## config.mk

```make
export PLATFORM = sky130hd
export DESIGN_NAME = regfile_wb_arbiter_flat
export DESIGN_NICKNAME = d
export VERILOG_FILES = /design/src/rtl/rf_pkg.sv /design/src/rtl/regfile_wb_arbiter_if.sv /design/src/rtl/rr_arbiter.sv /design/src/rtl/regfile_wb_arbiter.sv /design/src/flat_wrapper.sv
export SDC_FILE = /design/constraint.sdc
export NUM_CORES = 1
export LEC_CHECK = 0
export BUFFER_PORTS_ARGS = -buffer_cell sky130_fd_sc_hd__buf_2
export CAP_MARGIN = 25
export CORE_AREA = 2 2 107 109
export DETAILED_ROUTE_END_ITERATION = 8
export DIE_AREA = 0 0 109 111
export PLACE_DENSITY = 0.81
export SYNTH_ARGS = -nofsm -noshare
export SYNTH_HDL_FRONTEND = slang
export SYNTH_SLANG_ARGS = --single-unit
```

## constraint.sdc

```tcl
create_clock -name clk -period 3.4 [get_ports clk]
set_clock_uncertainty 0.2 [all_clocks]
set_input_delay 0 -clock clk [delete_from_list [all_inputs] [get_ports clk]]
set_output_delay 0 -clock clk [all_outputs]
set_load 0.03 [all_outputs]
```

## src/rtl/rf_pkg.sv

```systemverilog
// Shared register-file definitions for the writeback path.
// Provides register geometry, writeback source indices and the register address type.
package rf_pkg;

  localparam int unsigned REG_ADDR_W = 5;
  localparam int unsigned REG_DATA_W = 32;
  localparam int unsigned NUM_REGS   = 32;

  // Writeback requester indices
  localparam int unsigned SRC_ALU = 0;
  localparam int unsigned SRC_LSU = 1;
  localparam int unsigned SRC_MUL = 2;

  typedef logic [REG_ADDR_W-1:0] reg_addr_t;

endpackage

```

## src/rtl/regfile_wb_arbiter_if.sv

```systemverilog
// Writeback request bus between the execute/memory units and the arbiter.
//   req_valid : per-source writeback request
//   req_ready : per-source grant (valid & ready = transfer)
//   req_addr  : packed destination addresses, source i at [i*ADDRESS_WIDTH +: ADDRESS_WIDTH]
//   req_data  : packed writeback data, source i at [i*DATA_WIDTH +: DATA_WIDTH]
// Modports: master = requesting units, slave = arbiter.
interface regfile_wb_arbiter_if
  import rf_pkg::*;
#(
  parameter int unsigned NUM_REQ       = 3,
  parameter int unsigned ADDRESS_WIDTH = REG_ADDR_W,
  parameter int unsigned DATA_WIDTH    = REG_DATA_W
);

  logic [NUM_REQ-1:0]               req_valid;
  logic [NUM_REQ-1:0]               req_ready;
  logic [NUM_REQ*ADDRESS_WIDTH-1:0] req_addr;
  logic [NUM_REQ*DATA_WIDTH-1:0]    req_data;

  modport master (
    output req_valid,
    output req_addr,
    output req_data,
    input  req_ready
  );

  modport slave (
    input  req_valid,
    input  req_addr,
    input  req_data,
    output req_ready
  );

endinterface

```

## src/rtl/rr_arbiter.sv

```systemverilog
// Combinational round-robin arbiter. The search starts at ptr and wraps modulo NUM_REQ;
// the pointer itself is held by the parent.
//   req       : request vector
//   ptr       : highest-priority index this cycle
//   gnt       : one-hot grant (all zero when nothing requests)
//   gnt_idx   : index of the granted requester
//   gnt_valid : a grant was issued
module rr_arbiter #(
  parameter int unsigned NUM_REQ = 3,
  localparam int unsigned IdxW   = (NUM_REQ > 1) ? $clog2(NUM_REQ) : 1
) (
  input  logic [NUM_REQ-1:0] req,
  input  logic [IdxW-1:0]    ptr,
  output logic [NUM_REQ-1:0] gnt,
  output logic [IdxW-1:0]    gnt_idx,
  output logic               gnt_valid
);

  always_comb begin
    int unsigned idx;
    idx       = 0;
    gnt       = '0;
    gnt_idx   = '0;
    gnt_valid = 1'b0;
    for (int unsigned off = 0; off < NUM_REQ; off++) begin
      idx = (32'(ptr) + off) % NUM_REQ;
      if (!gnt_valid && req[idx]) begin
        gnt_valid = 1'b1;
        gnt_idx   = IdxW'(idx);
        gnt[idx]  = 1'b1;
      end
    end
  end

endmodule

```

## src/rtl/regfile_wb_arbiter.sv

```systemverilog
// Writeback arbiter for the single register-file write port, with a destination
// scoreboard for RAW hazard detection at decode.
// Optional feature macro: WB_BYPASS_EN (forward the committing write to decode and
// drop the stall for the register being committed).
//   clk, rst            : clock, asynchronous active-high reset
//   wb                  : writeback request bus (slave side)
//   issue_valid/addr    : decode reserves a destination
//   rs1_addr, rs2_addr  : decode source operands
//   stall               : RAW hazard on rs1 or rs2
//   fwd1_*/fwd2_*       : bypass hit and data (zero unless WB_BYPASS_EN)
//   WE3, AD3, WD3       : register file write port
//   busy_mask           : scoreboard state
module regfile_wb_arbiter
  import rf_pkg::*;
#(
  parameter int unsigned NUM_REQ       = 3,
  parameter int unsigned ADDRESS_WIDTH = REG_ADDR_W,
  parameter int unsigned DATA_WIDTH    = REG_DATA_W
) (
  input  logic                          clk,
  input  logic                          rst,
  regfile_wb_arbiter_if.slave           wb,
  input  logic                          issue_valid,
  input  logic [ADDRESS_WIDTH-1:0]      issue_addr,
  input  logic [ADDRESS_WIDTH-1:0]      rs1_addr,
  input  logic [ADDRESS_WIDTH-1:0]      rs2_addr,
  output logic                          stall,
  output logic                          fwd1_valid,
  output logic                          fwd2_valid,
  output logic [DATA_WIDTH-1:0]         fwd1_data,
  output logic [DATA_WIDTH-1:0]         fwd2_data,
  output logic                          WE3,
  output logic [ADDRESS_WIDTH-1:0]      AD3,
  output logic [DATA_WIDTH-1:0]         WD3,
  output logic [2**ADDRESS_WIDTH-1:0]   busy_mask
);

  localparam int unsigned IdxW    = (NUM_REQ > 1) ? $clog2(NUM_REQ) : 1;
  localparam int unsigned NumRegs = 2 ** ADDRESS_WIDTH;

  logic [IdxW-1:0]          rr_ptr_q, rr_ptr_d;
  logic [NUM_REQ-1:0]       gnt;
  logic [IdxW-1:0]          gnt_idx;
  logic                     gnt_valid;
  logic [ADDRESS_WIDTH-1:0] sel_addr;
  logic [DATA_WIDTH-1:0]    sel_data;

  logic                     we3_q;
  logic [ADDRESS_WIDTH-1:0] ad3_q;
  logic [DATA_WIDTH-1:0]    wd3_q;
  logic [NumRegs-1:0]       busy_q, busy_d;

  logic                     hazard1, hazard2;

  rr_arbiter #(
    .NUM_REQ (NUM_REQ)
  ) u_rr_arbiter (
    .req       (wb.req_valid),
    .ptr       (rr_ptr_q),
    .gnt       (gnt),
    .gnt_idx   (gnt_idx),
    .gnt_valid (gnt_valid)
  );

  // Grants are masked while reset is held so nothing appears to transfer.
  assign wb.req_ready = rst ? '0 : gnt;

  assign sel_addr = wb.req_addr[32'(gnt_idx) * ADDRESS_WIDTH +: ADDRESS_WIDTH];
  assign sel_data = wb.req_data[32'(gnt_idx) * DATA_WIDTH +: DATA_WIDTH];

  always_comb begin
    rr_ptr_d = rr_ptr_q;
    if (gnt_valid) begin
      rr_ptr_d = (gnt_idx == IdxW'(NUM_REQ - 1)) ? '0 : gnt_idx + IdxW'(1);
    end
  end

  // Scoreboard next state: commit clears, issue sets afterwards so the newer
  // reservation wins a same-cycle collision.
  always_comb begin
    busy_d = busy_q;
    if (we3_q) begin
      busy_d[ad3_q] = 1'b0;
    end
    if (issue_valid && (issue_addr != '0)) begin
      busy_d[issue_addr] = 1'b1;
    end
    busy_d[0] = 1'b0;
  end

  always_ff @(posedge clk or posedge rst) begin
    if (rst) begin
      rr_ptr_q <= '0;
      we3_q    <= 1'b0;
      ad3_q    <= '0;
      wd3_q    <= '0;
      busy_q   <= '0;
    end else begin
      rr_ptr_q <= rr_ptr_d;
      busy_q   <= busy_d;
      we3_q    <= 1'b0;
      // x0 grants are consumed but never reach the register file.
      if (gnt_valid && (sel_addr != '0)) begin
        we3_q <= 1'b1;
        ad3_q <= sel_addr;
        wd3_q <= sel_data;
      end
    end
  end

`ifdef WB_BYPASS_EN
  logic commit_hide;

  // The committing register is no longer a hazard unless decode re-reserves it now.
  assign commit_hide = we3_q && !(issue_valid && (issue_addr == ad3_q));

  assign hazard1 = busy_q[rs1_addr] && (rs1_addr != '0) &&
                   !(commit_hide && (ad3_q == rs1_addr));
  assign hazard2 = busy_q[rs2_addr] && (rs2_addr != '0) &&
                   !(commit_hide && (ad3_q == rs2_addr));

  assign fwd1_valid = we3_q && (ad3_q == rs1_addr) && (rs1_addr != '0);
  assign fwd2_valid = we3_q && (ad3_q == rs2_addr) && (rs2_addr != '0);
  assign fwd1_data  = wd3_q;
  assign fwd2_data  = wd3_q;
`else
  assign hazard1 = busy_q[rs1_addr] && (rs1_addr != '0);
  assign hazard2 = busy_q[rs2_addr] && (rs2_addr != '0);

  assign fwd1_valid = 1'b0;
  assign fwd2_valid = 1'b0;
  assign fwd1_data  = '0;
  assign fwd2_data  = '0;
`endif

  assign stall     = hazard1 || hazard2;
  assign WE3       = we3_q;
  assign AD3       = ad3_q;
  assign WD3       = wd3_q;
  assign busy_mask = busy_q;

endmodule

```

## src/flat_wrapper.sv

```systemverilog
// flat-port wrapper written by rule: the top's interface ports become plain ports
module regfile_wb_arbiter_flat import rf_pkg::*;
#(
  parameter int unsigned NUM_REQ       = 3,
  parameter int unsigned ADDRESS_WIDTH = REG_ADDR_W,
  parameter int unsigned DATA_WIDTH    = REG_DATA_W
)
  (clk, rst, issue_valid, issue_addr, rs1_addr, rs2_addr, stall, fwd1_valid, fwd2_valid, fwd1_data, fwd2_data, WE3, AD3, WD3, busy_mask, wb_req_valid, wb_req_addr, wb_req_data, wb_req_ready);
  regfile_wb_arbiter_if #(.NUM_REQ(NUM_REQ), .ADDRESS_WIDTH(ADDRESS_WIDTH), .DATA_WIDTH(DATA_WIDTH)) wb_i ();
  input  logic clk;
  input  logic rst;
  input  logic issue_valid;
  input  logic [ADDRESS_WIDTH-1:0] issue_addr;
  input  logic [ADDRESS_WIDTH-1:0] rs1_addr;
  input  logic [ADDRESS_WIDTH-1:0] rs2_addr;
  output logic stall;
  output logic fwd1_valid;
  output logic fwd2_valid;
  output logic [DATA_WIDTH-1:0] fwd1_data;
  output logic [DATA_WIDTH-1:0] fwd2_data;
  output logic WE3;
  output logic [ADDRESS_WIDTH-1:0] AD3;
  output logic [DATA_WIDTH-1:0] WD3;
  output logic [2**ADDRESS_WIDTH-1:0] busy_mask;
  input wire logic [$bits(wb_i.req_valid)-1:0] wb_req_valid;
  input wire logic [$bits(wb_i.req_addr)-1:0] wb_req_addr;
  input wire logic [$bits(wb_i.req_data)-1:0] wb_req_data;
  output wire logic [$bits(wb_i.req_ready)-1:0] wb_req_ready;
  assign wb_i.req_valid = wb_req_valid;
  assign wb_i.req_addr = wb_req_addr;
  assign wb_i.req_data = wb_req_data;
  assign wb_req_ready = wb_i.req_ready;
  regfile_wb_arbiter #(.NUM_REQ(NUM_REQ), .ADDRESS_WIDTH(ADDRESS_WIDTH), .DATA_WIDTH(DATA_WIDTH)) u_core (.clk(clk), .rst(rst), .wb(wb_i), .issue_valid(issue_valid), .issue_addr(issue_addr), .rs1_addr(rs1_addr), .rs2_addr(rs2_addr), .stall(stall), .fwd1_valid(fwd1_valid), .fwd2_valid(fwd2_valid), .fwd1_data(fwd1_data), .fwd2_data(fwd2_data), .WE3(WE3), .AD3(AD3), .WD3(WD3), .busy_mask(busy_mask));
endmodule
```

=== Word level (Yosys, flattened, before mapping) ===
Index checks and enable logic that the tools add are counted.

* Bits in registers: 71
* Output and inout port bits: 140
* Input bits: 132

* Muxes and demuxes: 34
* Equal/unequal tests: 1
* Reductions and logical operators: 18
* Shift operators: 2
* Order comparisons: 12
* Add/sub/neg operators: 3
* Bitwise logic cells: 5
* Div/mod/pow operators: 3
* $mul: 1

{| class="wikitable"
|+ Operators by type and width
! kind !! number
|-
| greater-or-equal comparator 32 x 1 -> 1 bit, second input constant || 3
|-
| < comparator 32 x 3 -> 1 bit, second input constant || 3
|-
| variable part select 96 x 8 -> 32 bit || 1
|-
| remainder unit 32 x 2 -> 32 bit, second input constant || 2
|-
| 2-to-1 mux 32 bit || 2
|-
| bitwise AND 32 bit || 1
|-
| remainder unit 2 x 2 -> 32 bit, second input constant || 1
|-
| inverter 32 bit || 1
|-
| bitwise OR 32 bit || 1
|-
| < comparator 5 x 6 -> 1 bit, second input constant || 4
|-
| nonzero test 5 bit || 4
|-
| variable part select 15 x 6 -> 5 bit || 1
|-
| 2-to-1 mux 1 bit || 14
|-
| 2-to-1 mux 3 bit || 4
|-
| logical AND 1 bit || 11
|-
| binary-select mux 1 bit (select 5 bit) || 2
|-
| demux 1 bit (select 5 bit) || 2
|-
| greater-or-equal comparator 5 x 1 -> 1 bit, second input constant || 2
|-
| 2-to-1 mux 2 bit || 4
|-
| binary-select mux 1 bit (select 2 bit) || 3
|-
| demux 1 bit (select 2 bit) || 3
|-
| bitwise OR 3 bit || 2
|-
| multiplier 2 x 3 -> 5 bit, second input constant || 1
|-
| adder 2 x 1 -> 3 bit, second input constant || 1
|-
| other kinds (5) || 6
|}

=== Longest topological paths before layout ===
Gate-level depths: netlist of the first run.

* Depth in word-level cells: 15
* Depth in mapped cells: 12
* Mapped depth without buffers: 9

=== Modules after synthesis ===
A second synthesis of the first run with hierarchy kept.

* Cells, all modules: 496
* Area total of the unflattened synthesis: 5066.1 um^2

{| class="wikitable"
|+ Modules (own cells, without submodules)
! module !! cells an instance !! times used !! area each (um^2)
|-
| regfile_wb_arbiter || 444 || 1 || 4684.5
|-
| rr_arbiter || 52 || 1 || 381.6
|}

=== Worst setup path after synthesis of the first run ===
Ideal clock, no wire load.

* Path kind: register to register
* Start point: register u_core.rr_ptr_q[0]
* End point: register u_core.wd3_q[17], in the netlist u_core.WD3[17]
* Period minus slack after synthesis: 2.933 ns
* Arrival: 2.607 ns
* Buffers on the path: 3
* Library setup time: 0.126 ns
* Cell stages (with the launch flop): 12
* Slack: 0.467 ns
* Required time: 3.074 ns
* Cell sequence: dfrtp_1 > inv_1 > ha_1 > buf_6 > and3b_1 > o21bai_4 > a2111oi_4 > nor2_1 > buf_6 > buf_4 > mux2_1 > a221o_1

* Word-level cells in the longest chain between the ends: 14
* Elaborated cells on any way between the ends: 26
* Those cells by class: add/sub: 2; mul: 1; div: 3; shift: 2; mux: 12; reduce/logical: 6

{| class="wikitable"
|+ RTL lines
! element !! line !! text
|-
| from (decl) || regfile_wb_arbiter.sv:41 || <nowiki>logic [IdxW-1:0] rr_ptr_q, rr_ptr_d;</nowiki>
|-
| from (signal assigned) || regfile_wb_arbiter.sv:99 || <nowiki>rr_ptr_q <= rr_ptr_d;</nowiki>
|-
| branches (longest 14 deep; another with remainder unit 32 x 2 -> 32 bit) || -- ||
|-
| to (signal assigned) || regfile_wb_arbiter.sv:106 || <nowiki>wd3_q <= sel_data;</nowiki>
|-
| to (decl) || regfile_wb_arbiter.sv:50 || <nowiki>logic [DATA_WIDTH-1:0] wd3_q;</nowiki>
|}

Parallel ways; which one is timed is not known. The select of a mux whose other input is x is not followed.
A chain may end at the register's enable or synchronous reset.

=== Worst setup path in the final report of the first run ===
* Start point: register u_core.rr_ptr_q[0]
* End point: register u_core.wd3_q[13], in the netlist u_core.WD3[13]

The elaborated chain is that of the path after synthesis.

==> out/qor.txt, run 1 <==
VDD IR-drop max - 0.000678 V
setup TNS - 0 ns
Gate power share - 0.643
Max clock buf depth - 2
switch share - 0.495
Layout Cells excl Fill - 944
Min Clock Period, post-route - 3.24 ns
clock tree from TritonCTS - built
synthesized area per cell - 10.5 sq um
Fmax - 309 MHz
clk_lat worst skew - 0.34 ns
DRC - 0
layout cell share with drive strength beyond 1 - 0.370
WL per Instance - 20.4 microns
Synth top cells by count - 73 x o21ai_0, 71 x dfrtp_1, 69 x buf_4, 34 x a221o_1, 34 x mux2_2
dominant cell type by area after synthesis - dfrtp_1
total track usage - 0.312
routed vias/inst - 5.82
worst setup path category - reg2reg
vias in the first global route - 5,534
Async S/R FF share, synth - 1.00
# rows - 39
largest net degree at the start of global routing - 39
Int Power - 3.93 mW
Max Cap Viol - 0
Final period util - 0.952
CP max stage cell - a2111oi_4
EDFF count, synth - 0
Worst Path Required - 3.41 ns
Core ar. - 11,100 sq um
full die area - 12,100 sq um
Layout area overhead - 48.7%
# port buffers - 204
total grt overflow - 0
Hold Path Stages - 3
RSZ-0062 raised after global routing - no
top cells by area, synth - dfrtp_1 36%, buf_4 10%, mux4_2 8.2%
setup violators final - 0
post-synth cell types - 47
via count - 5,497
# IOs - 272
cell count after placement - 808
crit path capture type - register
Iter 0 DRT Violations - 602
CTS Sinks - 71
WL final - 19.3 mm
worst hold slack - 0.00642 ns
Post-DP HPWL - 11.7 mm
worst-path fanout max - 22
Crit path arrival time - 3.25 ns
ys flop type - dfrtp_1
worst min-delay path class - in2reg
YS warnings - 0
1st-pass router iterations - 7
clock group share of total power - 0.132
Final Max Slew Viols - 0
PnR Total Power - 7.78 mW
Clock Root Buffer - clkbuf_16
most used cell, CP - buf_4
Leak Pwr - 3.50 nW
most common cell in the netlist - o21ai_0
Nets - 931
mapped cell area - 4960 sq um
Reg power frac - 0.226
Die X - 109 microns
net load switching power - 3.85 mW
P per Cell Area - 1060 nW/um^2
CP peak stage delay - 0.43 ns
final count of hold timing violations - 0
Starting Density - 0.448
Synth Instances - 474
outcome - finished clean
die height - 111 microns
TritonCTS buffer count - 9
postcts setup bufs - 0
CTS HTree Levels - 3
antenna violations before repair - 2
CP startpoint kind - register
Least-Margin Pin Slew - 0.687 ns
Register-to-Register Path Depth - 11
Clock Pin Slew Worst Setup and Hold Paths - 0.06 ns
register bit total from synthesis - 71
register area share after synthesis - 0.358
Slew headroom - 0.542
placer congestion estimate - 0.985
global-route wire length before repair - 29.0 mm
Synth top area share - 0.358
ordered cell list for the critical path - inv_1 -> ha_2 -> buf_4 -> and3b_1 -> a21oi_1 -> a2111oi_4 -> nor3_1 -> and4bb_1 -> a21oi_4 -> buf_4 -> a221o_1
post-route ant nets - 0
-- flip-flops by register name, indices dropped and copies added, names as in the netlist --
name,flops
u_core.WD3,32
u_core.busy_mask,31
u_core.AD3,5
u_core.rr_ptr_q,2
u_core.WE3,1
-- stage by stage --
| stage | area [sq um] | setup slack (ns) | util |
|---|---|---|---|
| after floorplan | 5210 | 0.467 | - |
| after CTS | 7360 | 0.157 | 0.665 |
| final | 7370 | 0.165 | 0.665 |
| after global placement | 5850 | 0.312 | 0.528 |
| after detailed placement | 5850 | 0.146 | 0.528 |
| after global routing | 7370 | 0.0577 | 0.665 |
-- worst paths after layout --
kind | endpoint | start | slack (ns)
max in group asynchronous | u_core.busy_mask[10] | rst | 1.89
setup / recovery | u_core.WD3[13] | u_core.rr_ptr_q[0] | 0.16
min in group asynchronous | u_core.WD3[16] | rst | 0.14
hold / removal | u_core.busy_mask[28] | issue_valid | 0.006
setup reg to reg | u_core.WD3[13] | u_core.rr_ptr_q[0] | 0.16
hold reg to reg | u_core.WD3[2] | u_core.WD3[2] | 0.32
-- critical path: cells and delay by family (launching register included) --
family / cells / cell delay, ns
and+or+nand+nor: 3 / 0.71
AOI/OAI and AO/OA: 4 / 0.98
buffers and inverters: 3 / 0.49
DFF: 1 / 0.39
adders and majority gates: 1 / 0.34
-- cells in the final DEF, fill, tap and decap left out, types with 2 or more instances in the layout --
master,count
ha_1,2
mux2i_1,7
nand3b_1,7
nor2_1,11
clkinv_2,2
o22ai_1,2
a211oi_1,3
inv_1,7
a221o_1,34
nor3_1,2
bufinv_16,2
nand3_1,8
or3_1,9
o21bai_1,2
dlygate4sd3_1,119
nor2b_1,5
and3_1,33
mux2_2,34
buf_4,11
conb_1,67
or3b_2,3
o21ai_0,73
mux4_2,18
mux2_1,4
a41oi_1,2
clkbuf_16,9
dfrtp_1,71
and3b_1,3
buf_2,204
nand2_1,14
a21oi_1,5
ha_2,2
a21o_1,3
-- what timing repair did --
item | in CTS | in global routing
gates resized for setup | 0 | 2
setup endpoints to repair | 0 | 6
endpoints found under the hold margin | 101 | 0
hold buffers | 119 | 0
-- layout make-up --
cell class	instances	area (sq um)
fillers	794	3710
diodes	1	2.50
flip-flops and latches	71	1780
clock inverters	7	95.1
clock buffers	9	225
well taps	143	179
multi-input cells	371	2770
repair buffers	334	2290
inverters	8	30.0
-- power by group through the flow --
stage               clock, mW  combinational, mW  sequential [mW]
detailed placement          0               4.70             1.72
global placement            0               4.50             1.70
global route             1.06               5.27             1.80
finish                   1.02               5.00             1.76
floorplan                   0               2.83             2.44
CTS                      1.02               4.80             1.72
-- layer usage --
layer,global-route usage,share of wire,up-vias
met4,0.199,0.061,2
met5,0,0.00057,-
met3,0.0611,0.086,103
li1,-,-,2315
met1,0.344,0.35,2644
met2,0.536,0.50,433
-- cell families after synthesis --
family	count (synthesis)	synth area share
adders and majority gates	4	0.0101
buffers and inverters	98	0.136
AOI/OAI and AO/OA	136	0.193
muxes	64	0.185
other	1	0.000756
DFF	71	0.358
and+or+nand+nor	100	0.117
Note: power is estimated with default switching activity, not from simulation.
==> run 2, diff against run 1 <==
--- a/config.mk
+++ b/config.mk
@@ -10,6 +10,7 @@
 export CORE_AREA = 2 2 107 109
 export DETAILED_ROUTE_END_ITERATION = 8
 export DIE_AREA = 0 0 109 111
+export GPL_TIMING_DRIVEN = 0
 export PLACE_DENSITY = 0.81
 export SYNTH_ARGS = -nofsm -noshare
 export SYNTH_HDL_FRONTEND = slang
==> out/qor.txt, run 2 (synthesis results as in run 1) <==
Least-Margin Pin Slew - 0.880 ns (+0.194 ns)
full die area - 12,100 sq um (unchanged)
setup violators final - 0 (unchanged)
hold_sp - wb_req_addr[3]
Clock Pin Slew Worst Setup and Hold Paths - 0.06 ns (about the same)
VDD IR-drop max - 0.000712 V (+5.0%)
final count of hold timing violations - 0 (unchanged)
worst hold slack - 0.0113 ns (+0.00487 ns)
DRC - 0 (unchanged)
# IOs - 272 (unchanged)
total grt overflow - 0 (unchanged)
Final Max Slew Viols - 0 (unchanged)
Starting Density - 0.448 (unchanged)
worst setup path category - reg2reg
post-route ant nets - 0 (unchanged)
worst r2r src - u_core.rr_ptr_q[0]
Fmax - 307 MHz (-0.72%)
Clock Root Buffer - clkbuf_16
Post-DP HPWL - 12.1 mm (+3.8%)
crit path capture type - register
clock tree from TritonCTS - built
met2 WL - 9.73 mm (about the same)
Crit path arrival time - 3.26 ns (about the same)
Reg2Reg Setup Slack - 0.14 ns (-0.02 ns)
P per Cell Area - 993 nW/um^2 (-6.0%)
outcome - finished clean
final core area utilization - 0.714 (+0.0483)
die height - 111 microns (unchanged)
# rows - 39 (unchanged)
# port buffers - 202 (-0.98%)
Slew headroom - 0.413 (-0.128)
Register-to-Register Path Depth - 12 (+1)
TritonCTS buffer count - 9 (unchanged)
Nets - 1,007 (+8.2%)
Die X - 109 microns (unchanged)
FF-to-FF End - u_core.WD3[27]
clk_lat worst skew - 0.33 ns (about the same)
footprint of the multi-input gates - 2770 sq um (+0.18%)
max reg flops - 32 (unchanged)
hold endpoint - u_core.AD3[4]
largest net degree at the start of global routing - 72 (+85%)
global-route wire length before repair - 29.7 mm (+2.5%)
layout cell share with drive strength beyond 1 - 0.411 (+0.0410)
most common cell after layout, fill and taps aside - buf_2
Final period util - 0.959 (+0.00695)
antenna violations before repair - 1 (-1)
vias in the first global route - 5,760 (+4.1%)
CTS Sinks - 71 (unchanged)
met3 WL post-DR - 1.95 mm (+18%)
WL per Instance - 19.0 microns (-6.9%)
Core ar. - 11,100 sq um (unchanged)
Worst Path Required - 3.40 ns (about the same)
Iter 0 DRT Violations - 445 (-26%)
CP startpoint kind - register
Max clock buf depth - 2 (unchanged)
commonest non-fill, non-tap cells in the layout - 204 x buf_2, 118 x dlygate4sd3_1, 73 x o21ai_0, 71 x dfrtp_1, 68 x buf_4
Hold Path Stages - 4 (+1)
total track usage - 0.317 (+0.00542)
Leak Pwr - 3.87 nW (+11%)
setup TNS - 0 ns (unchanged)
Top Metal Used - met4
Min Clock Period, post-route - 3.26 ns (+0.0236 ns)
WL final - 19.4 mm (+0.73%)
worst min-delay path class - in2reg
Reg area - 1780 sq um (unchanged)
via count - 5,738 (+4.4%)
Layout area overhead - 59.4%
routed vias/inst - 5.62 (-3.5%)
WL met1 - 6.73 mm (-0.16%)
placer congestion estimate - 0.899 (-8.7%)
RSZ-0062 raised after global routing - no
# fillers - 764 (-3.8%)
Max Cap Viol - 0 (unchanged)
1st-pass router iterations - 5 (-2)
worst-path fanout max - 10 (-55%)
CTS HTree Levels - 3 (unchanged)
[run 2: cell types whose count changed in the layout (fill, tap and decap cells not counted), sizes merged]
cell,previous run,this run
buf,215,279
clkbuf,9,22
clkinv,3,5
bufinv,2,1
diode,1,2
dlygate4sd3,119,118
inv,9,8
[run 2: through the flow]
stage,power [mW],instance area (sq um),std cells,setup slack [ns]
2_1_floorplan,5.27,5210,540,0.467
3_3_place_gp,6.44,6400,885,0.115
3_5_place_dp,6.59,6400,885,0.00867
4_1_cts,7.65,7880,1019,0.00617
5_1_grt,8.23,7900,1020,0.0204
6_report,7.85,7910,1021,0.141
[run 2: timing repair]
action | 4_1_cts | 5_1_grt
setup endpoints to repair | 0 | 27
resized for setup | 0 | 6
endpoints found under the hold margin | 139 | 0
hold buffers | 118 | 0
setup buffers | 0 | 0
[run 2: final cells by class]
| cell class | count | area share |
|---|---|---|
| multi-input cells | 371 | 0.351 |
| repair buffers | 320 | 0.277 |
| flip-flops and latches | 71 | 0.225 |
| plain buffers | 90 | 0.0821 |
| clock buffers | 9 | 0.0285 |
| well taps | 143 | 0.0226 |
| clock inverters | 7 | 0.00934 |
| inverters | 8 | 0.00411 |
| diodes | 2 | 0.000633 |
[run 2: how the worst max path moves through the flow]
stage	endpoint	depth (start not counted)	startpoint	slack (ns)
5_1_grt	u_core.WD3[23]	12	u_core.rr_ptr_q[0]	0.02
3_5_place_dp	u_core.WD3[30]	10	u_core.rr_ptr_q[0]	0.009
2_1_floorplan	u_core.WD3[17]	11	u_core.rr_ptr_q[0]	0.47
4_1_cts	u_core.WD3[6]	10	u_core.rr_ptr_q[0]	0.006
3_3_place_gp	u_core.WD3[6]	10	u_core.rr_ptr_q[0]	0.11
6_report	u_core.WD3[27]	12	u_core.rr_ptr_q[0]	0.14
[run 2: where the power goes]
group | leakage, nW | switching (mW) | total, mW | internal, mW
Sequential | 0.819 | 0.420 | 1.74 | 1.32
Clock | 0.145 | 0.371 | 0.940 | 0.569
Combinational | 2.90 | 3.05 | 5.17 | 2.11
[run 2: metal layers]
layer	GRT usage	vias to the layer above
li1	-	2469
met1	0.361	2699
met5	0	-
met4	0.164	0
met3	0.0823	104
met2	0.537	466
[run 2: worst max-delay path, stage by stage (launching register included)]
cell and delay (ns):
dfrtp_1 0.39, inv_1 0.08, ha_1 0.31, buf_6 0.15, and3b_1 0.19, o21bai_4 0.22, a2111oi_4 0.41, nor3_1 0.09
and4bb_1 0.31, buf_6 0.15, a21oi_4 0.08, buf_6 0.18, a221o_1 0.37
==> run 3, diff against run 2 <==
--- a/config.mk
+++ b/config.mk
@@ -5,11 +5,12 @@
 export SDC_FILE = /design/constraint.sdc
 export NUM_CORES = 1
 export LEC_CHECK = 0
+export ABC_AREA = 1
 export BUFFER_PORTS_ARGS = -buffer_cell sky130_fd_sc_hd__buf_2
 export CAP_MARGIN = 25
-export CORE_AREA = 2 2 107 109
+export CORE_AREA = 2 2 108 110
 export DETAILED_ROUTE_END_ITERATION = 8
-export DIE_AREA = 0 0 109 111
+export DIE_AREA = 0 0 110 112
 export GPL_TIMING_DRIVEN = 0
 export PLACE_DENSITY = 0.81
 export SYNTH_ARGS = -nofsm -noshare
==> out/qor.txt, run 3 <==
Clock Root Buffer - clkbuf_16
vias in the first global route - 6,346 (+10%)
worst min-delay path class - in2reg
# fillers - 880 (+15%)
Layout Cells excl Fill - 1,259 (+23%)
YS warnings - 0 (unchanged)
synthesized area per cell - 6.92 sq um (-34%)
largest family of logic cells by synthesized area - simple AND/OR/NAND/NOR gates
Synth top area share - 0.353 (-0.00543)
Nets - 1,247 (+24%)
WL per Instance - 15.6 microns (-18%)
Slew headroom - 0.408 (-0.00492)
Gate power share - 0.703 (+0.045)
TritonCTS buffer count - 9 (unchanged)
crit path capture type - register
register area share after synthesis - 0.353 (-0.00543)
total track usage - 0.314 (-0.00321)
clock tree from TritonCTS - built
worst hold slack - 0.00900 ns (-0.00228 ns)
Final Max Slew Viols - 0 (unchanged)
ordered cell list for the critical path - inv_1 -> ha_2 -> inv_2 -> nand2_1 -> nand3_2 -> nand2_4 -> nand2_1 -> nand2_1 -> nand2_2 -> nand2_2 -> inv_2 -> clkbuf_4 -> o21ai_0 -> o21ai_0 -> dlygate4sd3_1 -> nand3_1 -> nand2_1
post-route ant nets - 0 (unchanged)
CP startpoint kind - register
Leak Pwr - 4.08 nW (+5.5%)
Synth top cells by count - 156 x o21ai_0, 150 x nand2_1, 82 x nand3_1, 71 x dfrtp_1, 67 x buf_4
antenna violations before repair - 0 (-1)
Core ar. - 11,200 sq um (+0.88%)
Synth Area in Compound Gates - 0.204 (+0.0102)
Int Power - 4.23 mW (+5.6%)
WL final - 19.6 mm (+1.0%)
adder-cell share of the synthesized area - 0.00994 (-0.000153)
Place WS - 0.331 ns (+0.322 ns)
worst-path fanout max - 10 (unchanged)
top cells by area, synth - dfrtp_1 35%, o21ai_0 16%, nand2_1 11%
net load switching power - 4.90 mW (+27%)
postcts setup bufs - 0 (unchanged)
# rows - 39 (unchanged)
Fmax - 312 MHz (+1.5%)
cell count after placement - 1,141 (+29%)
setup violators final - 0 (unchanged)
1st-pass router iterations - 7 (+2)
dominant cell type by area after synthesis - dfrtp_1
Hold Path Stages - 4 (unchanged)
full die area - 12,300 sq um (+1.8%)
DRC - 0 (unchanged)
PnR Total Power - 9.12 mW (+16%)
CP max stage cell - dlygate4sd3_1
Layout area overhead - 55.8%
most common cell in the netlist - o21ai_0
via count - 6,594 (+15%)
total grt overflow - 0 (unchanged)
worst setup path category - reg2reg
most used cell, CP - nand2_1
P per Cell Area - 1160 nW/um^2 (+17%)
CP peak stage delay - 0.55 ns (+0.14 ns)
max reg flops - 32 (unchanged)
global-route wire length before repair - 30.3 mm (+2.0%)
layout cell share with drive strength beyond 1 - 0.298 (-0.113)
commonest non-fill, non-tap cells in the layout - 211 x buf_2, 154 x o21ai_0, 150 x nand2_1, 102 x dlygate4sd3_1, 82 x nand3_1
Worst Path Required - 3.41 ns (about the same)
Crit path arrival time - 3.22 ns (-0.04 ns)
outcome - finished clean
RSZ-0062 raised after global routing - no
clock group share of total power - 0.103 (-0.017)
clk_lat worst skew - 0.32 ns (about the same)
simple-gate area share of the yosys netlist - 0.269 (+0.152)
worst setup margin - 0.190 ns (+0.0489 ns)
die height - 112 microns (+0.90%)
VDD IR-drop max - 0.00109 V (+53%)
Synth Instances - 728 (+54%)
CTS HTree Levels - 3 (unchanged)
setup TNS - 0 ns (unchanged)
diodes inserted - 0 (-2)
switch share - 0.537 (+0.0466)
placer congestion estimate - 0.975 (+8.4%)
ys flop type - dfrtp_1
final count of hold timing violations - 0 (unchanged)
Die X - 110 microns (+0.92%)
CTS Sinks - 71 (unchanged)
Max Cap Viol - 0 (unchanged)
routed vias/inst - 5.24 (-6.8%)
Async S/R FF share, synth - 1.00 (unchanged)
# IOs - 272 (unchanged)
register bit total from synthesis - 71 (unchanged)
Clock Pin Slew Worst Setup and Hold Paths - 0.06 ns (about the same)
Iter 0 DRT Violations - 604 (+36%)
Reg power frac - 0.194 (-0.028)
most common cell after layout, fill and taps aside - buf_2
Starting Density - 0.451 (+0.00292)
Least-Margin Pin Slew - 0.888 ns (+0.00738 ns)
Register-to-Register Path Depth - 17 (+5)
mapped cell area - 5030 sq um (+1.5%)
Min Clock Period, post-route - 3.21 ns (-0.0489 ns)
Post-Synth XOR/XNOR Area - 0 (unchanged)
largest net degree at the start of global routing - 72 (unchanged)
Max clock buf depth - 2 (unchanged)
# port buffers - 204 (+0.99%)
EDFF count, synth - 0 (unchanged)
Final period util - 0.944 (-0.0144)
Post-DP HPWL - 12.8 mm (+5.8%)
mux share of post-synthesis cell area - 0 (-0.185)
post-synth cell types - 31 (-34%)
==> run 3: changes by cell type after synthesis, moves of 8 or more <==
cell,previous run,this run
clkbuf_1,13,21
inv_1,8,38
o21ai_1,1,9
mux4_2,18,0
nand3_1,8,82
a21oi_1,5,16
o21ai_0,73,156
or3_1,9,0
a221o_1,34,0
nor2_1,12,57
mux2_2,34,0
nand2_2,0,12
nand2_1,14,150
and3_1,33,0
==> run 3: what timing repair did <==
item                                    4_1_cts  5_1_grt
resized for setup                             0       34
endpoints found under the setup margin        0       13
hold endpoints to repair                    139        0
hold buffers                                102        0
==> run 3: worst paths after layout <==
path,from,endpoint,slack (ns)
hold reg to reg,u_core.WD3[3],u_core.WD3[3],0.27
setup reg to reg,u_core.rr_ptr_q[1],u_core.WD3[12],0.19
min in group asynchronous,rst,u_core.WD3[10],0.26
max in group asynchronous,rst,u_core.busy_mask[9],2.16
hold / removal,issue_addr[1],u_core.busy_mask[16],0.009
setup / recovery,u_core.rr_ptr_q[1],u_core.WD3[12],0.19
==> run 3: power groups by stage <==
stage	registers, mW	logic (mW)	clock network (mW)
floorplan	2.48	3.31	0
global placement	1.73	5.46	0
detailed placement	1.74	5.56	0
CTS	1.74	6.04	0.946
global route	1.82	7.02	0.997
finish	1.77	6.41	0.944
==> run 3: stage by stage <==
| stage | cell area [sq um] | util |
|---|---|---|
| 2_1_floorplan | 5280 | - |
| 3_3_place_gp | 6480 | 0.580 |
| 3_5_place_dp | 6480 | 0.580 |
| 4_1_cts | 7800 | 0.698 |
| 5_1_grt | 7850 | 0.702 |
| 6_report | 7850 | 0.702 |
==> run 3: layer usage <==
layer	GRT usage	vias to the layer above	routed length, microns
li1	-	3073	-
met2	0.526	447	9630
met3	0.0732	99	1820
met5	0	-	0
met1	0.356	2975	7080
met4	0.191	0	1110
==> run 3: worst max-delay path: cells and delay by family, from the launching register on <==
family	cells	cell delay, ns
buffers and inverters	5	1.04
AND/OR/NAND/NOR	9	0.81
flip-flops	1	0.42
AO/OA/AOI/OAI	2	0.34
adder cells (fa/ha/maj)	1	0.28
==> run 3: area by class of cell <==
class	instances	area [sq um]	share of cell area
timing repair buffer	306	2040	0.260
clock buffer	10	239	0.0305
inverter	43	166	0.0212
tap	143	179	0.0228
buffer	99	687	0.0876
clock inverter	6	60.1	0.00766
sequential	71	1780	0.226
multi-input combinational	581	2700	0.344
==> run 3: kinds of logic (layout without fill, tap and decap cells) <==
logic type                 count (synthesis)  in the layout
other                                      1             67
and+or+nand+nor                          313            313
adders and majority gates                  4              4
DFF                                       71             71
buffers and inverters                    142            464
AOI/OAI and AO/OA                        197            197
